--- src/rtl/timer_cntr_ctrl_if.sv ---
// Bundles the MCU-side timer register signals and the counter-side
// control/status signals of timer_cntr_ctrl into one port.
// The slave modport is the controller's view of the bundle.
// The master modport is the environment's view (MCU plus counter).
interface timer_cntr_ctrl_if #(
    parameter int N = 8,
    parameter int P = 8
);
    // MCU side
    logic         start;
    logic         stop;
    logic         mode;
    logic [N-1:0] period;
    logic [P-1:0] prescale;
    logic         irq_ack;
    logic         busy;
    logic         expired;
    logic         irq;

    // Counter side
    logic         cnt_rco;
    logic         cnt_clr;
    logic         cnt_ld;
    logic         cnt_up;
    logic [N-1:0] cnt_D;

    modport slave (
        input  start, stop, mode, period, prescale, irq_ack, cnt_rco,
        output cnt_clr, cnt_ld, cnt_up, cnt_D, busy, expired, irq
    );

    modport master (
        output start, stop, mode, period, prescale, irq_ack, cnt_rco,
        input  cnt_clr, cnt_ld, cnt_up, cnt_D, busy, expired, irq
    );
endinterface

--- src/rtl/timer_cntr_ctrl.sv ---
// Interval-timer controller that sequences an external up counter.
// The counter is loaded with -period and counts up once per prescaled tick.
// Its rco on a tick marks the period-th tick, i.e. expiry.
// Auto-reload reloads the counter in the expiry cycle itself.
// The prescaler keeps wrapping through that cycle, so successive expiries do not drift.
module timer_cntr_ctrl #(
    parameter int N = 8,
    parameter int P = 8
) (
    input  logic             clk,
    input  logic             clr,
    timer_cntr_ctrl_if.slave bus
);

    typedef enum logic [1:0] {
        S_IDLE = 2'd0,
        S_LOAD = 2'd1,
        S_RUN  = 2'd2,
        S_HALT = 2'd3
    } state_t;

    state_t       r_state;
    logic [N-1:0] r_period;
    logic [P-1:0] r_prescale;
    logic         r_mode;
    logic [P-1:0] r_pre_cnt;
    logic         r_expired;
    logic         r_irq;

    logic w_tick;
    logic w_expiry;
    logic w_fire;
    logic w_accept;

    // Tick is the last clock of a prescale window.
    // Expiry is a tick on which the counter already reads all ones.
    assign w_tick   = (r_state == S_RUN) && (r_pre_cnt == r_prescale);
    assign w_expiry = w_tick && bus.cnt_rco;
    // A same-cycle stop cancels the expiry entirely (no pulse, no irq, no reload)
    assign w_fire   = w_expiry && !bus.stop;
    // New settings are accepted from IDLE or as a re-arm while running
    assign w_accept = bus.start && !bus.stop &&
                      ((r_state == S_IDLE) || (r_state == S_RUN));

    // Counter controls are combinational so the counter reacts in the same cycle
    assign bus.cnt_clr = clr || (r_state == S_HALT);
    assign bus.cnt_ld  = !clr && ((r_state == S_LOAD) || (w_fire && r_mode));
    assign bus.cnt_up  = !clr && w_tick && !bus.cnt_rco;
    assign bus.cnt_D   = -r_period;
    assign bus.busy    = !clr && ((r_state == S_LOAD) || (r_state == S_RUN));
    assign bus.expired = r_expired;
    assign bus.irq     = r_irq;

    // Control FSM with shadow registers, prescaler and registered status flags
    always_ff @(posedge clk) begin
        if (clr) begin
            r_state    <= S_IDLE;
            r_period   <= '0;
            r_prescale <= '0;
            r_mode     <= 1'b0;
            r_pre_cnt  <= '0;
            r_expired  <= 1'b0;
            r_irq      <= 1'b0;
        end else begin
            r_expired <= w_fire;

            // Setting wins over a simultaneous acknowledge
            if (w_fire) begin
                r_irq <= 1'b1;
            end else if (bus.irq_ack) begin
                r_irq <= 1'b0;
            end

            if (w_accept) begin
                r_period   <= bus.period;
                r_prescale <= bus.prescale;
                r_mode     <= bus.mode;
            end

            case (r_state)
                S_IDLE: begin
                    if (w_accept) begin
                        r_state <= S_LOAD;
                    end
                end
                S_LOAD: begin
                    r_pre_cnt <= '0;
                    r_state   <= bus.stop ? S_HALT : S_RUN;
                end
                S_RUN: begin
                    // The prescaler wraps even on an expiry tick, which keeps reloads drift-free
                    r_pre_cnt <= w_tick ? '0 : r_pre_cnt + P'(1);
                    if (bus.stop) begin
                        r_state <= S_HALT;
                    end else if (w_accept) begin
                        r_state <= S_LOAD;
                    end else if (w_expiry && !r_mode) begin
                        r_state <= S_IDLE;
                    end
                end
                S_HALT: begin
                    r_state <= S_IDLE;
                end
                default: begin
                    r_state <= S_IDLE;
                end
            endcase
        end
    end

endmodule

--- src/flat_wrapper.sv ---
// flat-port wrapper written by rule: the top's interface ports become plain ports
module timer_cntr_ctrl_flat 
#(
    parameter int N = 8,
    parameter int P = 8
)
  (clk, clr, bus_start, bus_stop, bus_mode, bus_period, bus_prescale, bus_irq_ack, bus_cnt_rco, bus_cnt_clr, bus_cnt_ld, bus_cnt_up, bus_cnt_D, bus_busy, bus_expired, bus_irq);
  timer_cntr_ctrl_if #(.N(N), .P(P)) bus_i ();
  input  logic clk;
  input  logic clr;
  input wire logic [$bits(bus_i.start)-1:0] bus_start;
  input wire logic [$bits(bus_i.stop)-1:0] bus_stop;
  input wire logic [$bits(bus_i.mode)-1:0] bus_mode;
  input wire logic [$bits(bus_i.period)-1:0] bus_period;
  input wire logic [$bits(bus_i.prescale)-1:0] bus_prescale;
  input wire logic [$bits(bus_i.irq_ack)-1:0] bus_irq_ack;
  input wire logic [$bits(bus_i.cnt_rco)-1:0] bus_cnt_rco;
  output wire logic [$bits(bus_i.cnt_clr)-1:0] bus_cnt_clr;
  output wire logic [$bits(bus_i.cnt_ld)-1:0] bus_cnt_ld;
  output wire logic [$bits(bus_i.cnt_up)-1:0] bus_cnt_up;
  output wire logic [$bits(bus_i.cnt_D)-1:0] bus_cnt_D;
  output wire logic [$bits(bus_i.busy)-1:0] bus_busy;
  output wire logic [$bits(bus_i.expired)-1:0] bus_expired;
  output wire logic [$bits(bus_i.irq)-1:0] bus_irq;
  assign bus_i.start = bus_start;
  assign bus_i.stop = bus_stop;
  assign bus_i.mode = bus_mode;
  assign bus_i.period = bus_period;
  assign bus_i.prescale = bus_prescale;
  assign bus_i.irq_ack = bus_irq_ack;
  assign bus_i.cnt_rco = bus_cnt_rco;
  assign bus_cnt_clr = bus_i.cnt_clr;
  assign bus_cnt_ld = bus_i.cnt_ld;
  assign bus_cnt_up = bus_i.cnt_up;
  assign bus_cnt_D = bus_i.cnt_D;
  assign bus_busy = bus_i.busy;
  assign bus_expired = bus_i.expired;
  assign bus_irq = bus_i.irq;
  timer_cntr_ctrl #(.N(N), .P(P)) u_core (.clk(clk), .clr(clr), .bus(bus_i));
endmodule
--- config.mk ---
export PLATFORM = sky130hd
export DESIGN_NAME = timer_cntr_ctrl_flat
export DESIGN_NICKNAME = d
export VERILOG_FILES = /design/src/rtl/timer_cntr_ctrl_if.sv /design/src/rtl/timer_cntr_ctrl.sv /design/src/flat_wrapper.sv
export SDC_FILE = /design/constraint.sdc
export NUM_CORES = 1
export LEC_CHECK = 0
export BUFFER_PORTS_ARGS = -buffer_cell sky130_fd_sc_hd__buf_2
export CAP_MARGIN = 20
export CORE_UTILIZATION = 33
export DETAILED_ROUTE_END_ITERATION = 6
export SLEW_MARGIN = 20
export SYNTH_ARGS = -nofsm -noshare
export SYNTH_HDL_FRONTEND = slang
export SYNTH_SLANG_ARGS = --single-unit
export TNS_END_PERCENT = 20
--- constraint.sdc ---
create_clock -name clk -period 1.9 [get_ports clk]
set_input_delay 0.38 -clock clk [delete_from_list [all_inputs] [get_ports clk]]
set_output_delay 0.38 -clock clk [all_outputs]
set_load 0.01 [all_outputs]
# Word-level counts from Yosys, hierarchy flattened
# Index checks and enable logic that the tools add are counted.
# word_totals
reg_bits	29
latchBits	0
ramBits	0
romBits	0
inputBits	23
word_cells	48
mem_count	0
# op_classes
add_sub_neg	2
n_mul	0
div_mod_pow	0
magnitude_cmp	0
eq_ne	6
shifts	0
n_mux	10
n_bitwise	0
n_reduce_logical	23
# ops
cell	count
$pmux 8 s2	1
$logic_and 1x1->1	11
$add 8x1->8 const B	1
$eq 8x8->1	1
$mux 2	4
$mux 8	1
$neg 8->8	1
$pmux 2 s4	1
$eq 2x2->1 const B	2
$logic_not 1->1	4
$logic_or 1x1->1	4
$ne 4x3->1 const B	1
$reduce_bool 2->1	2
$mux 1	3
$eq 2x1->1 const B	1
$logic_not 2->1	1
$ne 2x1->1 const B	1
$reduce_and 2->1	1

# Longest topological paths before layout
# depth
ltp_word	8
depth_mapped	9
depth_no_buf	7

# Worst setup path after synthesis
# Ideal clock, no wire load.
# synth_timing
kind	reg-to-output
from	register u_core.r_pre_cnt[2]
to	output port bus_cnt_ld
arrival_ns	1.222
required_ns	1.520
setup_slack_ns	0.298
stages_incl_launch_ff	6
path_cell_list	dfxtp_1 xnor2_1 nand4_2 nor2_2 nand4b_1 o22ai_1
# synth_between
elab_chain_cells	7
# synth_lines
element	line	text
start, declared	timer_cntr_ctrl.sv:26	logic [P-1:0] r_pre_cnt;
start signal, assigned	timer_cntr_ctrl.sv:92	r_pre_cnt <= w_tick ? '0 : r_pre_cnt + P'(1);
$eq 8x8->1	timer_cntr_ctrl.sv:37	assign w_tick = (r_state == S_RUN) && (r_pre_cnt == r_prescale);
$logic_and 1x1->1	timer_cntr_ctrl.sv:37	
$logic_and 1x1->1	timer_cntr_ctrl.sv:38	assign w_expiry = w_tick && bus.cnt_rco;
$logic_and 1x1->1	timer_cntr_ctrl.sv:40	assign w_fire = w_expiry && !bus.stop;
$logic_and 1x1->1	timer_cntr_ctrl.sv:47	assign bus.cnt_ld = !clr && ((r_state == S_LOAD) || (w_fire && r_mode));
$logic_or 1x1->1	timer_cntr_ctrl.sv:47	
$logic_and 1x1->1	timer_cntr_ctrl.sv:47	
end, declared	flat_wrapper.sv:19	output wire logic [$bits(bus_i.cnt_ld)-1:0] bus_cnt_ld;
# Every way passes these cells.

# Worst setup path in the final report
# layout_timing
from	register u_core.r_pre_cnt[3]
to	output port bus_cnt_ld
# The elaborated chain is that of the path after synthesis.

==> flow_summary_export.csv <==
group,metric,value,unit
cts,htree_levels,2,
cts,cts.clk_slew.worst_paths,0.06,ns
sta,setup_violations,1,
sta,slew_violations,0,
min_path,min_path_type,"in2reg",
synth,synth-edff-count,0,
global_routing,grt_max_degree,20,
cts,insertion_delay,0.28,ns
global_routing,grt_pass1_wl,5470,um
routing,post_drt_wl_per_cell,11.9,um
routing,via_per_inst,4.75,
global_routing,antenna_found_initial,0,
die,core-area,4380,um2
cts,cts_tree,"yes",
placed_design,dp_cells,271,
synth,synthCells,187,
critical_path,r2r_setup_slack,0.29,ns
critical_path,cp.arrival,1.56,ns
synth,synth_top_area_share,38.4,%
cts,max-clock-path-buffers,2,
sta,worst_slew_margin_rel,76.9,%
synth,synth_cell_types,36,
die,fp.dieH,69.7,um
critical_path,cp_max_fo,3,
sta,rsz0062_at_grt,"true",
synth,netlist.top_cell.by_area,"dfxtp_1",
global_routing,met2_usage,21.5,%
sta,finalCritPeriodShare,102,%
job,cap_violations,0,
pwr,power_density,1020,nW/um2
routing,drtAntennaViolNets,0,
sta,skew,0.00563,ns
cts,cts_buffers,5,
pwr,p_leak,0.799,nW
synth,synth_nets,217,
global_routing,busiest_layer,"met2",
synth,syn-cell-area,1510,um2
synth,postSynth.asyncResetShare,0,%
placed_design,dpl.hpwl,2450,um
critical_path,crit_path_start_kind,"flop",
placed_design,postPlaceCellArea,1750,um2
finish,diodes,0,
finish,drive_gt1_share,34.2,%
synth,synth_commonest_cells,"nand2_1 (41), dfxtp_1 (29), a21oi_1 (22)",
sta,layout_min_cycle_time,1.94,ns
sta,layout_setup_ws,-0.0363,ns
routing,drt_iter0_markers,74,
die,die_area,4850,um2
synth,yosysWarnings,0,
synth,synth.avg_cell_area,8.08,um2
synth,ys.flop_type,"dfxtp_1",
synth,synth_area_leaders,"dfxtp_1 (38%), nand2_1 (10%), xnor2_1 (7.5%)",
finish,final_cells,283,
global_routing,grt_usage,14.3,%
pwr,ir_drop,0.426,mV
global_routing,gr-usage-met1,18.8,%
synth,synth-seq-area-share,38.4,%
outcome,violations,"negative setup slack",
finish,final_nets,260,
routing,vias,1344,
finish,final_cell_area,1950,um2
cts,cts.sinks,29,
global_routing,grt-ovfl-total,0,
cts,cts.root.buffer_cell,"clkbuf_8",
outcome,outcome,"complete, but fails checks",
routing,first_pass_iters,4,
die,io-pin-count,37,
placed_design,port_buffers,36,
global_routing,grt_use_met3,4.80,%
sta,tightest_slew,0.341,ns
sta,final.setup.tns,-0.0363,ns
sta,clock.fmax,516,MHz
synth,ys_seq_elements,29,
placed_design,dp_slack,0.159,ns
placed_design,gp_congestion,0.822,
finish,area_delta_synth_final,29.2,%
die,die_w,69.7,um
die,fp-row-count,24,
critical_path,path_class,"reg2out",
synth,yosysMostFrequentCell,"nand2_1",
routing,wl,3370,um
critical_path,end_kind,"output pin",
global_routing,grt_pass1_vias,1191,
die,initial_core_util,34.5,%
critical_path,worst-endpoint-required,1.52,ns
sta,hold_viol,0,
routing,drcViolationCount,0,
==> state kept, by name, summed over array words and instances, names as in the netlist <==
signal,count
u_core.bus.expired,1
u_core.bus.irq,1
u_core.r_mode,1
u_core.r_period,8
u_core.r_pre_cnt,8
u_core.r_prescale,8
u_core.r_state,2
==> final cells by class <==
type	count	area, um2
fill	458	2430
multi-input combinational	144	946
sequential	29	593
timing repair buffer	45	248
clock buffer	6	72.6
tap	52	65.1
inverter	5	18.8
clock inverter	2	10.0
==> per-stage QoR <==
step / hold slack (ns) / utilization (%) / power [mW]
floorplan: 0.445 / - / 1.21
global placement: 0.457 / 39.9 / 1.40
detailed placement: 0.460 / 39.9 / 1.40
CTS: 0.329 / 43.5 / 1.97
global route: 0.329 / 44.5 / 2.12
finish: 0.330 / 44.5 / 2.00
==> layer usage <==
layer  vias up  wire length [um]
met3         7               183
li1        700                 -
met1       606              1570
met4         0                53
met2        31              1560
met5         -                 0
==> cells by family after synthesis <==
kind of cell             count (synthesis)  synth area share, %
AO/OA/AOI/OAI                           34                 13.3
XOR/XNOR                                19                 11.0
adder cells (fa/ha/maj)                  7                 5.79
buffers and inverters                   14                 4.22
flip-flops                              29                 38.4
multiplexers                             1                0.662
AND/OR/NAND/NOR                         83                 26.6
==> layout by cell type (no fill, tap or decap), drive strengths merged, types with 5 or more instances in the layout <==
cell type	count
a21oi	23
buf	45
clkbuf	6
dfxtp	29
ha	7
inv	5
nand2	41
nand2b	8
nand4	5
nor2	15
xnor2	13
xor2	6
==> worst paths after layout <==
kind | startpoint | cells past startpoint | end
worst max-delay path | u_core.r_pre_cnt[3]$_SDFFE_PP0N_ | 6 | bus_cnt_ld
worst max register to register | u_core.r_state[0]$_SDFFE_PP0P_ | 6 | u_core.r_state[0]$_SDFFE_PP0P_
worst min register to register | u_core.r_period[7]$_SDFFE_PP0P_ | 2 | u_core.r_period[7]$_SDFFE_PP0P_
worst min-delay path | bus_prescale[5] | 3 | u_core.r_prescale[5]$_SDFFE_PP0P_
==> what timing repair did <==
item,4_1_cts,5_1_grt
resized for setup,14,8
pin swaps,7,3
cloned,0,0
hold buffers,0,0
endpoints found under the hold margin,0,0
setup endpoints to repair,3,5
setup buffers,3,1
==> report_power, final <==
| part | total (mW) | switching (mW) | internal [mW] |
|---|---|---|---|
| Sequential | 0.734 | 0.0658 | 0.668 |
| Clock | 0.486 | 0.233 | 0.253 |
| Combinational | 0.775 | 0.407 | 0.369 |
==> critical path, stage by stage (launching register included) <==
cell,delay (ns)
dfxtp_2,0.34
xnor2_2,0.20
nand4_2,0.16
nor2_4,0.16
nand4b_1,0.14
o22ai_1,0.14
buf_2,0.15
Power figures use the tool's default switching activity.
